===== src/rtl/servo_pkg.sv =====
// Shared constants, FSM state and channel enums for the servo slew limiter.
package servo_pkg;
  localparam int unsigned PULSE_W          = 20;
  localparam int unsigned NUM_CH           = 4;
  localparam int unsigned MIN_PULSE_DEF    = 25_000;
  localparam int unsigned MAX_PULSE_DEF    = 125_000;
  localparam int unsigned CENTER_PULSE_DEF = 65_000;
  localparam int unsigned STEP_DEF         = 1_000;

  typedef enum logic [2:0] {
    ST_IDLE,
    ST_SNAP,
    ST_CH_X,
    ST_CH_Y,
    ST_CH_Z,
    ST_CH_G,
    ST_DONE
  } state_e;

  typedef enum logic [1:0] {
    CHAN_X,
    CHAN_Y,
    CHAN_Z,
    CHAN_G
  } chan_e;

  // Channel served by the shared step unit in a given state (X outside CH_n).
  function automatic chan_e state_chan(input state_e s);
    chan_e c;
    case (s)
      ST_CH_Y: c = CHAN_Y;
      ST_CH_Z: c = CHAN_Z;
      ST_CH_G: c = CHAN_G;
      default: c = CHAN_X;
    endcase
    return c;
  endfunction
endpackage


===== src/rtl/servo_slew_step.sv =====
// Combinational clamp-then-slew for one channel: next width from (cur, target).
module servo_slew_step
  import servo_pkg::*;
#(
  parameter int unsigned MIN_PULSE = MIN_PULSE_DEF,
  parameter int unsigned MAX_PULSE = MAX_PULSE_DEF,
  parameter int unsigned STEP      = STEP_DEF
) (
  input  logic [PULSE_W-1:0] cur,
  input  logic [PULSE_W-1:0] target,
  output logic [PULSE_W-1:0] nxt
);
  localparam int unsigned DW = PULSE_W + 1;
  localparam logic [PULSE_W-1:0] MIN_W  = PULSE_W'(MIN_PULSE);
  localparam logic [PULSE_W-1:0] MAX_W  = PULSE_W'(MAX_PULSE);
  localparam logic [PULSE_W-1:0] STEP_W = PULSE_W'(STEP);
  localparam logic signed [DW-1:0] STEP_S = DW'(STEP);

  logic [PULSE_W-1:0]      clamped;
  logic signed [DW-1:0]    diff;

  always_comb begin
    clamped = target;
    if (target < MIN_W) begin
      clamped = MIN_W;
    end else if (target > MAX_W) begin
      clamped = MAX_W;
    end
    // One extra bit keeps the difference exact in both directions.
    diff = $signed({1'b0, clamped}) - $signed({1'b0, cur});
    nxt  = clamped;
    if (diff > STEP_S) begin
      nxt = cur + STEP_W;
    end else if (diff < -STEP_S) begin
      nxt = cur - STEP_W;
    end
  end
endmodule


===== src/rtl/servo_slew_limiter.sv =====
// Per-frame rate limiter for four servo PWM widths, sequenced through one shared step unit.
module servo_slew_limiter
  import servo_pkg::*;
#(
  parameter int unsigned MIN_PULSE    = MIN_PULSE_DEF,
  parameter int unsigned MAX_PULSE    = MAX_PULSE_DEF,
  parameter int unsigned CENTER_PULSE = CENTER_PULSE_DEF,
  parameter int unsigned STEP         = STEP_DEF
) (
  input  logic               clk,
  input  logic               rst,
  input  logic               frame_tick,
  input  logic               freeze,
  input  logic [PULSE_W-1:0] tgt_x,
  input  logic [PULSE_W-1:0] tgt_y,
  input  logic [PULSE_W-1:0] tgt_z,
  input  logic [PULSE_W-1:0] tgt_g,
  output logic [PULSE_W-1:0] pulse_x,
  output logic [PULSE_W-1:0] pulse_y,
  output logic [PULSE_W-1:0] pulse_z,
  output logic [PULSE_W-1:0] pulse_g,
  output logic               upd_done,
  output logic               busy,
  output logic               overrun
);
  localparam logic [PULSE_W-1:0] MIN_W    = PULSE_W'(MIN_PULSE);
  localparam logic [PULSE_W-1:0] CENTER_W = PULSE_W'(CENTER_PULSE);

  state_e             state_q, state_d;
  logic [PULSE_W-1:0] cur_q    [NUM_CH];
  logic [PULSE_W-1:0] cur_d    [NUM_CH];
  logic [PULSE_W-1:0] shadow_q [NUM_CH];
  logic [PULSE_W-1:0] shadow_d [NUM_CH];
  logic               overrun_q, overrun_d;

  chan_e              sel;
  logic [PULSE_W-1:0] step_cur, step_tgt, step_nxt;

  assign sel      = state_chan(state_q);
  assign step_cur = cur_q[sel];
  assign step_tgt = shadow_q[sel];

  servo_slew_step #(
    .MIN_PULSE (MIN_PULSE),
    .MAX_PULSE (MAX_PULSE),
    .STEP      (STEP)
  ) u_step (
    .cur    (step_cur),
    .target (step_tgt),
    .nxt    (step_nxt)
  );

  always_comb begin
    state_d   = state_q;
    cur_d     = cur_q;
    shadow_d  = shadow_q;
    overrun_d = overrun_q;
    case (state_q)
      ST_IDLE: if (frame_tick) state_d = ST_SNAP;
      ST_SNAP: begin
        shadow_d[CHAN_X] = tgt_x;
        shadow_d[CHAN_Y] = tgt_y;
        shadow_d[CHAN_Z] = tgt_z;
        shadow_d[CHAN_G] = tgt_g;
        state_d          = ST_CH_X;
      end
      ST_CH_X, ST_CH_Y, ST_CH_Z, ST_CH_G: begin
        if (!freeze) cur_d[sel] = step_nxt;
        case (state_q)
          ST_CH_X: state_d = ST_CH_Y;
          ST_CH_Y: state_d = ST_CH_Z;
          ST_CH_Z: state_d = ST_CH_G;
          default: state_d = ST_DONE;
        endcase
      end
      ST_DONE: state_d = ST_IDLE;
      default: state_d = ST_IDLE;
    endcase
    // A tick during any busy state, DONE included, is dropped and flagged.
    if (frame_tick && state_q != ST_IDLE) overrun_d = 1'b1;
  end

  always_ff @(posedge clk or negedge rst) begin
    if (!rst) begin
      state_q          <= ST_IDLE;
      overrun_q        <= 1'b0;
      cur_q[CHAN_X]    <= CENTER_W;
      cur_q[CHAN_Y]    <= CENTER_W;
      cur_q[CHAN_Z]    <= CENTER_W;
      cur_q[CHAN_G]    <= MIN_W;
      shadow_q[CHAN_X] <= CENTER_W;
      shadow_q[CHAN_Y] <= CENTER_W;
      shadow_q[CHAN_Z] <= CENTER_W;
      shadow_q[CHAN_G] <= MIN_W;
    end else begin
      state_q   <= state_d;
      overrun_q <= overrun_d;
      cur_q     <= cur_d;
      shadow_q  <= shadow_d;
    end
  end

  assign pulse_x  = cur_q[CHAN_X];
  assign pulse_y  = cur_q[CHAN_Y];
  assign pulse_z  = cur_q[CHAN_Z];
  assign pulse_g  = cur_q[CHAN_G];
  assign busy     = (state_q != ST_IDLE);
  assign upd_done = (state_q == ST_DONE);
  assign overrun  = overrun_q;
endmodule


===== config.mk =====
export PLATFORM = sky130hd
export DESIGN_NAME = servo_slew_limiter
export DESIGN_NICKNAME = d
export VERILOG_FILES = /design/src/rtl/servo_pkg.sv /design/src/rtl/servo_slew_step.sv /design/src/rtl/servo_slew_limiter.sv
export SDC_FILE = /design/constraint.sdc
export NUM_CORES = 1
export LEC_CHECK = 0
export ABC_AREA = 0
export CELL_PAD_IN_SITES_DETAIL_PLACEMENT = 2
export CELL_PAD_IN_SITES_GLOBAL_PLACEMENT = 2
export CORE_MARGIN = 4
export CORE_UTILIZATION = 37
export CTS_CLUSTER_SIZE = 40
export DETAILED_ROUTE_END_ITERATION = 16
export PLACE_DENSITY = 0.88
export SYNTH_ARGS = -nofsm -noshare
export SYNTH_HDL_FRONTEND = slang
export SYNTH_SLANG_ARGS = --single-unit

===== constraint.sdc =====
create_clock -name clk -period 17.94 [get_ports clk]
set_clock_uncertainty 0.1 [all_clocks]
set_input_delay 4.485 -clock clk [delete_from_list [all_inputs] [get_ports clk]]
set_output_delay 4.485 -clock clk [all_outputs]
set_load 0.005 [all_outputs]

After elaboration in Yosys (flattened, before gate mapping)
Cells that the tools add are included.
Widths: inputs -> output; s select.
{ "word_totals": {"reg_bits": 164, "input_bits": 84, "output_inout_bits": 83, "wordCells": 51} }
{ "classes": {"n_addsub": 3, "order_cmp": 6, "n_eq_ne": 7, "mux": 17, "bitwise_logic": 2, "n_reduce_logical": 6} }
{ "op_table": {"columns": ["op", "count"], "rows": [
  ["$mux 20", 9],
  ["$bmux 20 s2", 2],
  ["$bwmux 80", 1],
  ["$demux 20 s2", 1],
  ["$gt 21x11->1 const B", 1],
  ["$lt 21x11->1 const B", 1],
  ["$sub 20x20->21", 1],
  ["$add 20x10->20 const B", 1],
  ["$gt 20x17->1 const B", 1],
  ["$lt 20x15->1 const B", 1],
  ["$sub 20x10->20 const B", 1],
  ["$pmux 3 s3", 2],
  ["$eq 3x3->1 const B", 3],
  ["$eq 3x2->1 const B", 2],
  ["$pmux 2 s3", 1],
  ["$reduce_or 4->1", 1],
  ["$eq 3x1->1 const B", 1],
  ["$ge 3x3->1 const B", 1],
  ["$logic_not 3->1", 1],
  ["$lt 3x1->1 const B", 1],
  ["$mux 3", 1],
  ["$not 2->3", 1],
  ["$reduce_bool 3->1", 1],
  ["$logic_and 1x1->1", 2],
  ["3 further kinds", 3]
]} }

Logic depth before layout (Yosys ltp)
Gate-level depths: netlist of the first run.
{ "depth": {"ltp_word": 14, "mapped_depth": 27, "depth_no_buf": 23} }

Cells and area by module
Synthesis of the first run repeated with hierarchy kept, for this count alone.
{ "hier_totals": {"cells_unflattened": 842, "area_unflattened_um2": 10090.9} }
{ "by_module_without_submodules": {"columns": ["mod", "n_inst", "cells_each", "area_each_um2", "seq_area_each_um2"], "rows": [
  ["servo_slew_limiter", 1, 422, 7359.6, 4201.5],
  ["servo_slew_step", 1, 420, 2731.4, 0.0]
]} }

Least setup slack after synthesis of the first run
No wires, ideal clock.
{ "synth_path": {"path_kind": "register to output", "start": "reg state_q[0]", "end": "out busy", "arrival_time_ns": 1.929, "slack_ns": 11.426, "path_stages_with_launch": 7, "n_path_buf": 5, "path_cell_list": "dfrtp_1 -> buf_2 -> buf_2 -> buf_2 -> buf_2 -> buf_1 -> or3_1"} }
{ "synth_between": {"elab_chain_cells": 1} }
{ "synth_lines": {"columns": ["item", "line_no", "source"], "rows": [
  ["from (decl)", "servo_slew_limiter.sv:29", "state_e state_q, state_d;"],
  ["from (signal assigned)", "servo_slew_limiter.sv:96", "state_q <= state_d;"],
  ["$reduce_bool 3->1", "servo_slew_limiter.sv:107", "assign busy = (state_q != ST_IDLE);"],
  ["to (decl)", "servo_slew_limiter.sv:23", "output logic busy,"]
]} }
Every way passes these cells.

Worst setup path after layout of the first run
{ "layout_path": {"start": "reg state_q[2]", "end": "reg cur_q (netlist bit pulse_y[13])"} }
{ "layout_between": {"elab_chain_cells": 14, "elab_cells_between_ends": 31, "cone_classes": "add/sub: 3; order compare: 6; eq/ne: 4; mux: 14; bitwise: 1; reduce/logical: 3"} }
{ "layout_lines": {"columns": ["item", "line_no", "source"], "rows": [
  ["$eq 3x3->1 / $eq 3x2->1 (equally long branches)", "servo_pkg.sv:30, servo_slew_limiter.sv:58", null],
  ["$pmux 2 s3", "servo_pkg.sv:30", "case (s)"],
  ["$not 2->3 (not written as such)", "servo_slew_limiter.sv:40, servo_slew_limiter.sv:41, servo_slew_limiter.sv:68", null],
  ["$bmux 20 s2", "servo_slew_limiter.sv:41", "assign step_tgt = shadow_q[sel];"],
  ["$mux 20 (not written as such) (2 in series)", "servo_slew_limiter.sv:41", null],
  ["$gt 20x17->1", "servo_slew_step.sv:26", "end else if (target > MAX_W) begin"],
  ["$mux 20", "servo_slew_step.sv:26", null],
  ["$mux 20", "servo_slew_step.sv:24", "if (target < MIN_W) begin"],
  ["$sub 20x20->21", "servo_slew_step.sv:30", "diff = $signed({1'b0, clamped}) - $signed({1'b0, cur});"],
  ["$lt 21x11->1", "servo_slew_step.sv:34", "end else if (diff < -STEP_S) begin"],
  ["$mux 20", "servo_slew_step.sv:34", null],
  ["$mux 20", "servo_slew_step.sv:32", "if (diff > STEP_S) begin"],
  ["$bwmux 80", "servo_slew_limiter.sv:68", "if (!freeze) cur_d[sel] = step_nxt;"],
  ["to (signal assigned)", "servo_slew_limiter.sv:98", "cur_q <= cur_d;"],
  ["to (decl)", "servo_slew_limiter.sv:30", "logic [PULSE_W-1:0] cur_q [NUM_CH];"]
]} }
Several ways; a longest one is shown, not always the timed one. The select of a mux whose other input is x is not followed.
A chain may end at the register's enable or synchronous reset.

==> impl_metrics.yaml, run 1 <==
run_status:
  status: "complete, no violations"
detailed_routing:
  drc: 0
  vias: 9914
  antenna_left: 0
  wl_met2_um: 22500
  top_layer: "met4"
  drt-met1-wl_um: 19100
  wirelength_um: 46400
  vias_per_cell: 6.25
  dr.pass1.iters: 5
  wl_per_cell_um: 29.3
  wl_met3_um: 2380
  drt_iter0_markers: 863
timing:
  hold_violations: 0
  drv_slew: 0
  setup_tns_ns: 0
  max-slew-margin-rel: 0.256
  setup_viol_count_final: 0
  tightest_slew_ns: 1.11
  whs_ns: 0.385
  fin_crit_ns: 9.08
  fin_crit_sh: 0.506
  rsz0062_at_grt: "no"
  fmax_ghz: 0.110
grt:
  grt_pass1_wl_um: 70900
  grt_use_total: 0.302
  antenna_found_initial: 1
  grt_pass1_vias: 11032
  grt_remaining_overflow: 0
  grt_start_max_net_pins: 93
cts:
  cts_setup_buffers: 0
  holdBufCountCts: 0
  cts_made_buffers: 17
  htree_num_levels: 4
  cts_tree: "built"
  clock_latency_ns: 0.46
  clk_pin_slew_ns: 0.07
  root_buffer: "clkbuf_16"
  cts_buffer_depth: 2
  numClockSinks: 164
  post_cts_resized: 0
synthesis:
  ys_async_sr_fraction: 1.00
  synthTopCellsByArea: "dfrtp_1 21%, dfstp_2 20%, mux2_2 9.7%"
  synth.distinct_cells: 88
  ys_top_cells_by_count: "120 x nand2_1, 88 x mux2_2, 86 x dfrtp_1"
  synth_edf_count: 0
  seq_area_frac_synth: 0.410
  synth.most_common_cell: "nand2_1"
  synth_ff_type: "dfrtp_1"
  yosys.area.top_type_share: 0.210
  synth_warnings: 0
  netlist_area_um2: 10200
  avgSynthCellArea_um2: 9.66
  synth_top_cell_by_area: "dfrtp_1"
  ys_seq_elements: 164
  netlist_instances: 1060
finish:
  drive_gt1_frac: 0.210
  fill_cells: 2775
  areaGrowthSynthToFinish_pct: 24.8
  stdcell_count: 1585
  nNetsFinal: 1306
hold_path:
  hold_path_depth: 1
  min_path_type: "register to register"
setup_path:
  rr_worst_depth: 25
  worst-setup-path-type: "register to register"
  critical_path_required_ns: 18.17
  cp-end-kind: "register"
  arrival_ns: 9.31
  crit_fanout: 39
  cp-start-kind: "register"
floorplanning:
  die_x_um: 174
  die_area_um2: 30400
  core_um2: 27100
  chipHeight_um: 174
  pin_count: 167
  initial_core_util: 0.378
  row_count: 60
placement:
  io_buffers: 166
  place.gp.congestion: 0.893
  hpwl_um: 31000
  dp.cells: 1552
flow_run:
  maxCapViolCount: 0
worst max-delay path: stages (launching register included):
cell and delay, ns:
dfrtp_1 0.63, and3b_1 0.25, buf_4 0.30, nor2_2 0.19, buf_4 0.44, inv_1 0.31
o21a_1 0.27, a21o_1 0.18, a41o_1 0.28, a211oi_1 0.68, nand2b_1 0.50, nor2_1 0.15
inv_1 0.12, ha_1 0.26, inv_1 0.10, fa_1 0.45, a21o_1 0.25, nand4_1 0.27
a211oi_1 0.13, a211oi_1 0.34, or4b_4 0.52, or3_4 0.38, nor4_4 0.63, a211oi_1 0.09
a211oi_1 0.82, o21ai_0 0.29
state kept, by name (all words and copies together) (netlist names):
signal / flops
state_q: 3
pulse_x: 20
overrun: 1
pulse_y: 20
pulse_z: 20
shadow_q: 80
pulse_g: 20
cells in the final DEF (no fill, tap or decap), types with 14 or more instances in the layout:
cell type          n
a211oi_1          14
a21o_1            14
a21oi_1           39
a221o_1           14
clkbuf_16         17
clkdlybuf4s50_1  165
dfrtp_1           85
dfstp_2           78
ha_1              22
inv_1             22
mux2_2            88
mux2i_1           35
nand2_1          120
nand3_1           26
nand4_1           14
nor2_1            72
nor3_1            32
o21ai_0           77
o31ai_1           21
layer usage:
| metal | GRT usage | vias up |
|---|---|---|
| met2 | 0.495 | 445 |
| met3 | 0.0461 | 154 |
| met4 | 0.160 | 0 |
| met5 | 0 | - |
| met1 | 0.384 | 5109 |
| li1 | - | 4206 |
metrics by stage:
| stage | cell area, um^2 | utilization | setup WS, ns |
|---|---|---|---|
| detailed placement | 12200 | 0.449 | 9.42 |
| global route | 12800 | 0.472 | 8.47 |
| CTS | 12800 | 0.471 | 9.15 |
| global placement | 12200 | 0.449 | 10.25 |
| finish | 12800 | 0.472 | 8.86 |
| floorplan | 10200 | - | 11.43 |
cell families (layout without fill, tap and decap cells):
logic type,count (synthesis),in the layout,synth area share
AND/OR/NAND/NOR,350,350,0.168
AO/OA/AOI/OAI,298,298,0.209
flip-flops,164,164,0.410
multiplexers,123,123,0.131
buffers and inverters,83,233,0.0376
adder cells (fa/ha/maj),23,23,0.0288
XOR/XNOR,18,18,0.0154
other,1,4,0.000366
path summary, 6_finish.rpt:
| path | from | end | slack (ns) |
|---|---|---|---|
| max in group asynchronous | rst | shadow_q[60]$_DFFE_PN0P_ | 12.22 |
| min | overrun$_DFFE_PN0P_ | overrun$_DFFE_PN0P_ | 0.39 |
| max | state_q[2]$_DFFE_PN0P_ | pulse_y[13]$_DFFE_PN1P_ | 8.86 |
| max reg2reg | state_q[2]$_DFFE_PN0P_ | pulse_y[13]$_DFFE_PN1P_ | 8.86 |
| min in group asynchronous | rst | shadow_q[58]$_DFFE_PN0P_ | 3.99 |
| min reg2reg | overrun$_DFFE_PN0P_ | overrun$_DFFE_PN0P_ | 0.39 |
area by class of cell:
type,count,area (um^2),area share
repair buffers,177,1750,0.137
diodes,1,2.50,0.000196
clock inverters,13,170,0.0133
clock buffers,19,433,0.0339
flip-flops and latches,164,4200,0.329
multi-input cells,815,5670,0.444
well taps,372,465,0.0364
inverters,24,90.1,0.00705
Power of run 1 is not shown: default switching activity piles up to over one toggle a cycle in this logic, so the estimate is an artifact.
==> inputs of run 2 (changes only) <==
--- a/config.mk
+++ b/config.mk
@@ -9,10 +9,10 @@
 export CELL_PAD_IN_SITES_DETAIL_PLACEMENT = 2
 export CELL_PAD_IN_SITES_GLOBAL_PLACEMENT = 2
 export CORE_MARGIN = 4
-export CORE_UTILIZATION = 37
+export CORE_UTILIZATION = 34
 export CTS_CLUSTER_SIZE = 40
 export DETAILED_ROUTE_END_ITERATION = 16
-export PLACE_DENSITY = 0.88
+export PLACE_DENSITY = 0.82
 export SYNTH_ARGS = -nofsm -noshare
 export SYNTH_HDL_FRONTEND = slang
 export SYNTH_SLANG_ARGS = --single-unit
==> constraint.sdc (replaced) <==
create_clock -name clk -period 8.7 [get_ports clk]
set_clock_uncertainty 0.1 [all_clocks]
set_input_delay 2.175 -clock clk [delete_from_list [all_inputs] [get_ports clk]]
set_output_delay 2.175 -clock clk [all_outputs]
set_load 0.005 [all_outputs]
==> run 2 against run 1 <==
Net effect:
- non-clock buffer count up 1
- highest routed layer unchanged
- sequential cell count stayed put
- register-to-register slack lost 8.2 ns
- first-iteration DRC count down 22%
- sequential share of layout area down 0.11 points
- final cell count grew 1.1%
- critical path type unchanged
- die area rose by 8.4%
==> impl_metrics.yaml, run 2 (synthesis gave the netlist of run 1 again) <==
detailed_routing:
  dr.pass1.iters: 5
  vias: 9446
  wirelength_um: 41600
  drt_iter0_markers: 676
  antenna_left: 0
  drc: 0
  wl_met2_um: 20000
  wl_met3_um: 1620
  drt-met1-wl_um: 18800
  top_layer: "met4"
  wl_per_cell_um: 25.9
  vias_per_cell: 5.89
floorplanning:
  chipHeight_um: 182
  die_x_um: 182
  pin_count: 167
  core_um2: 29700
  die_area_um2: 33000
  row_count: 63
  initial_core_util: 0.345
hold_path:
  hold_end: "overrun$_DFFE_PN0P_"
  min_from: "overrun$_DFFE_PN0P_"
  min_path_type: "register to register"
  hold_path_depth: 1
timing:
  rsz0062_at_grt: "no"
  setup_tns_ns: 0
  tightest_slew_ns: 1.15
  layout_setup_ws_ns: 0.653
  max-slew-margin-rel: 0.229
  fin_crit_ns: 8.05
  drv_slew: 0
  setup_viol_count_final: 0
  hold_violations: 0
  fmax_ghz: 0.124
  fin_crit_sh: 0.925
cts:
  cts_tree: "built"
  post_cts_resized: 0
  clock_latency_ns: 0.44
  cts_setup_buffers: 0
  root_buffer: "clkbuf_16"
  htree_num_levels: 4
  cts_buffer_depth: 2
  cts_made_buffers: 17
  numClockSinks: 164
  holdBufCountCts: 0
  clk_pin_slew_ns: 0.08
finish:
  nNetsFinal: 1307
  largest_reg_flops: 80
  final_cell_mix: "165 x clkdlybuf4s50_1, 120 x nand2_1, 88 x mux2_2"
  final_common_cell: "clkdlybuf4s50_1"
  areaGrowthSynthToFinish_pct: 25.2
  antenna-diode-count: 0
  drive_gt1_frac: 0.214
  top_register: "shadow_q"
setup_path:
  rrSetupSlack_ns: 0.65
  cpPeakStageDelay_ns: 0.63
  worst-setup-path-type: "register to register"
  critical_path_required_ns: 8.94
  crit_path_cell_trace: "and3b_2 -> nor2_2 -> inv_1 -> o21a_1 -> a21o_1 -> a41o_1 -> a211oi_1 -> nand2b_1 -> nor2_1 -> inv_1 -> ha_1 -> inv_1 -> fa_1 -> a21o_1 -> nand4_1 -> a211oi_1 -> a211oi_1 -> or4b_4 -> or3_4 -> nor4_4 -> a211oi_1 -> a211oi_1 -> o21ai_0"
  cp-start-kind: "register"
  critPathMostFrequentCell: "a211oi_1"
  rr_startpoint: "state_q[0]$_DFFE_PN0P_"
  crit_slowest_cell: "nor4_4"
  r2r_end: "pulse_y[13]$_DFFE_PN1P_"
  crit_fanout: 23
  rr_worst_depth: 23
  cp-end-kind: "register"
  arrival_ns: 8.28
placement:
  place_ws_ns: 1.01
  place.gp.congestion: 0.867
  hpwl_um: 30100
  io_buffers: 166
grt:
  grt_use_total: 0.247
  grt_pass1_vias: 10434
  grt_start_max_net_pins: 89
  grt_pass1_wl_um: 64100
  grt_remaining_overflow: 0
  antenna_found_initial: 0
flow_run:
  maxCapViolCount: 0
run_status:
  status: "complete, no violations"
run 2: worst max-delay path, delay by kind of cell (launching register included):
| family | cells | cell delay [ns] |
|---|---|---|
| buf+inv | 3 | 0.43 |
| simple gates | 8 | 3.36 |
| fa+ha+maj | 2 | 0.60 |
| flops | 1 | 0.62 |
| compound gates | 10 | 2.80 |
run 2: routing by layer:
metal  up-vias  GRT usage
li1       4226          -
met1      4908      0.337
met2       251      0.412
met3        61     0.0325
met4         0     0.0718
met5         -          0
run 2: area by class of cell:
type,instances,area (um^2)
Clock buffer,17,425
Clock inverter,15,189
Fill cell,3113,16900
Inverter,24,90.1
Multi-Input combinational cell,815,5670
Sequential cell,164,4200
Tap cell,390,488
Timing Repair Buffer,178,1750
run 2: how the worst max path moves through the flow:
| stage | startpoint | endpoint | slack, ns | cells after the start |
|---|---|---|---|---|
| after global placement | state_q[0]$_DFFE_PN0P_ | pulse_g[13]$_DFFE_PN1P_ | 1.38 | 23 |
| after floorplan | state_q[0]$_DFFE_PN0P_ | pulse_y[6]$_DFFE_PN1P_ | 2.42 | 25 |
| after CTS | state_q[0]$_DFFE_PN0P_ | pulse_y[13]$_DFFE_PN1P_ | 0.81 | 23 |
| final | state_q[0]$_DFFE_PN0P_ | pulse_y[13]$_DFFE_PN1P_ | 0.65 | 23 |
| after detailed placement | state_q[0]$_DFFE_PN0P_ | pulse_y[13]$_DFFE_PN1P_ | 1.01 | 23 |
| after global routing | state_q[0]$_DFFE_PN0P_ | pulse_y[13]$_DFFE_PN1P_ | 0.16 | 23 |
run 2: per-stage QoR:
stage / util / area (um^2) / hold slack, ns / instances
after floorplan: - / 10200 / 0.351 / 1062
after global placement: 0.411 / 12200 / 0.347 / 1571
after detailed placement: 0.411 / 12200 / 0.352 / 1571
after CTS: 0.431 / 12800 / 0.376 / 1603
after global routing: 0.431 / 12800 / 0.397 / 1603
final: 0.431 / 12800 / 0.375 / 1603
Power of run 2 is left out for the same reason.
==> inputs of run 3 (changes only) <==
--- a/config.mk
+++ b/config.mk
@@ -8,11 +8,13 @@
 export ABC_AREA = 0
 export CELL_PAD_IN_SITES_DETAIL_PLACEMENT = 2
 export CELL_PAD_IN_SITES_GLOBAL_PLACEMENT = 2
+export CORE_ASPECT_RATIO = 1.75
 export CORE_MARGIN = 4
 export CORE_UTILIZATION = 34
 export CTS_CLUSTER_SIZE = 40
 export DETAILED_ROUTE_END_ITERATION = 16
 export PLACE_DENSITY = 0.82
+export SKIP_CTS_REPAIR_TIMING = 1
 export SYNTH_ARGS = -nofsm -noshare
 export SYNTH_HDL_FRONTEND = slang
 export SYNTH_SLANG_ARGS = --single-unit
==> run 3 against run 2 <==
Net effect:
- final cell count shrank 0.50%
- sequential cell count is the same
- utilization grew 0.33 points
- setup slack improved by 0.054 ns
- critical path depth fell by 1
- non-clock buffer count unchanged
- register-to-register slack better by 0.05 ns
- first-iteration DRC count shrank 37%
- critical path type unchanged
- critical endpoint is now pulse_g[11]$_DFFE_PN0P_
==> impl_metrics.yaml, run 3 (synthesis gave the netlist of run 1 again) <==
run_status:
  status: "complete, no violations"
floorplanning:
  die_x_um: 139
  row_count: 83
  die_area_um2: 33100
  core_um2: 29500
  initial_core_util: 0.347
  chipHeight_um: 238
  pin_count: 167
timing:
  tightest_slew_ns: 1.04
  fin_crit_ns: 7.99
  setup_tns_ns: 0
  max-slew-margin-rel: 0.308
  setup_viol_count_final: 0
  fmax_ghz: 0.125
  rsz0062_at_grt: "no"
  whs_ns: 0.364
  drv_slew: 0
  fin_crit_sh: 0.919
  hold_violations: 0
cts:
  htree_num_levels: 4
  cts_buffer_depth: 2
  clock_latency_ns: 0.45
  clk_pin_slew_ns: 0.07
  cts_tree: "built"
  numClockSinks: 164
  cts_made_buffers: 17
  root_buffer: "clkbuf_16"
setup_path:
  critical_path_required_ns: 8.90
  rr_startpoint: "state_q[1]$_DFFE_PN0P_"
  r2r_end: "pulse_g[11]$_DFFE_PN0P_"
  crit_fanout: 18
  worst-setup-path-type: "register to register"
  cp-end-kind: "register"
  rr_worst_depth: 22
  cp-start-kind: "register"
  rrSetupSlack_ns: 0.71
  arrival_ns: 8.19
hold_path:
  min_path_type: "register to register"
  hold_path_depth: 1
  min_from: "overrun$_DFFE_PN0P_"
  hold_end: "overrun$_DFFE_PN0P_"
grt:
  antenna_found_initial: 0
  grt_pass1_vias: 10814
  grt_start_max_net_pins: 88
  grt_pass1_wl_um: 65600
  grt_use_total: 0.257
  grt_remaining_overflow: 0
finish:
  nNetsFinal: 1307
  areaGrowthSynthToFinish_pct: 25.2
  largest_reg_flops: 80
  antenna-diode-count: 0
  drive_gt1_frac: 0.210
  fill_cells: 3198
  final_common_cell: "clkdlybuf4s50_1"
  final_cell_mix: "165 x clkdlybuf4s50_1, 120 x nand2_1, 88 x mux2_2"
  top_register: "shadow_q"
detailed_routing:
  wl_per_cell_um: 27.0
  vias: 9451
  dr.pass1.iters: 6
  vias_per_cell: 5.93
  drt_iter0_markers: 425
  drc: 0
  wirelength_um: 43000
  antenna_left: 0
placement:
  place.gp.congestion: 0.912
  hpwl_um: 32200
  io_buffers: 166
flow_run:
  maxCapViolCount: 0
## run 3: cell types whose count changed in the layout (fill, tap and decap cells not counted)
cell / before / now
clkbuf_1: 0 / 4
clkinv_2: 1 / 0
clkinv_4: 2 / 1
clkinv_8: 4 / 0
clkinvlp_4: 0 / 3
clkbuf_8: 0 / 1
inv_8: 4 / 1
inv_6: 3 / 1
bufinv_16: 1 / 4
## run 3: routing by layer
metal  track usage  share of wire
met1         0.248           0.35
met2         0.508           0.56
met3        0.0461          0.035
met4         0.138          0.054
met5             0              0
## run 3: worst max-delay path by stage
stage                                    endpoint  slack (ns)                    from  depth (start not counted)
after global routing      pulse_g[13]$_DFFE_PN1P_        0.21  state_q[1]$_DFFE_PN0P_                         22
after global placement    pulse_g[11]$_DFFE_PN0P_        1.19  state_q[2]$_DFFE_PN0P_                         23
final                     pulse_g[11]$_DFFE_PN0P_        0.71  state_q[1]$_DFFE_PN0P_                         22
after detailed placement   pulse_z[0]$_DFFE_PN0P_        0.85  state_q[2]$_DFFE_PN0P_                         23
after CTS                 pulse_g[11]$_DFFE_PN0P_        0.74  state_q[1]$_DFFE_PN0P_                         22
after floorplan            pulse_y[6]$_DFFE_PN1P_        2.42  state_q[0]$_DFFE_PN0P_                         25
## run 3: layout make-up
| cell class | count | area (um^2) | share of cell area |
|---|---|---|---|
| repair buffers | 178 | 1750 | 0.137 |
| well taps | 382 | 478 | 0.0373 |
| multi-input cells | 815 | 5670 | 0.442 |
| clock inverters | 10 | 171 | 0.0134 |
| inverters | 24 | 90.1 | 0.00703 |
| clock buffers | 22 | 454 | 0.0354 |
| flip-flops and latches | 164 | 4200 | 0.328 |
## run 3: critical path, stage by stage, from the launching register on
cell and delay (ns):
dfrtp_1 0.63, nand2b_2 0.52, o22ai_1 0.18, a221oi_1 0.28
o21ai_0 0.38, or2_2 0.45, a211oi_1 0.51, nand2b_1 0.40
nor2_1 0.13, inv_1 0.08, ha_1 0.19, inv_1 0.07
fa_1 0.42, a21o_1 0.25, nand4_1 0.31, a211oi_1 0.14
a211oi_1 0.37, or4b_4 0.54, or3_4 0.37, nor4_4 0.58
nor3_1 0.12, a221oi_1 0.60, a31oi_1 0.19
## run 3: stage by stage
step           cell area [um^2]  setup WS (ns)  utilization  std cells
2_1_floorplan             10200           2.42            -       1062
3_3_place_gp              12200           1.19        0.414       1563
3_5_place_dp              12200          0.851        0.414       1563
4_1_cts                   12800          0.738        0.435       1595
5_1_grt                   12800          0.208        0.435       1595
6_report                  12800          0.706        0.435       1595
Power of run 3 is left out for the same reason.
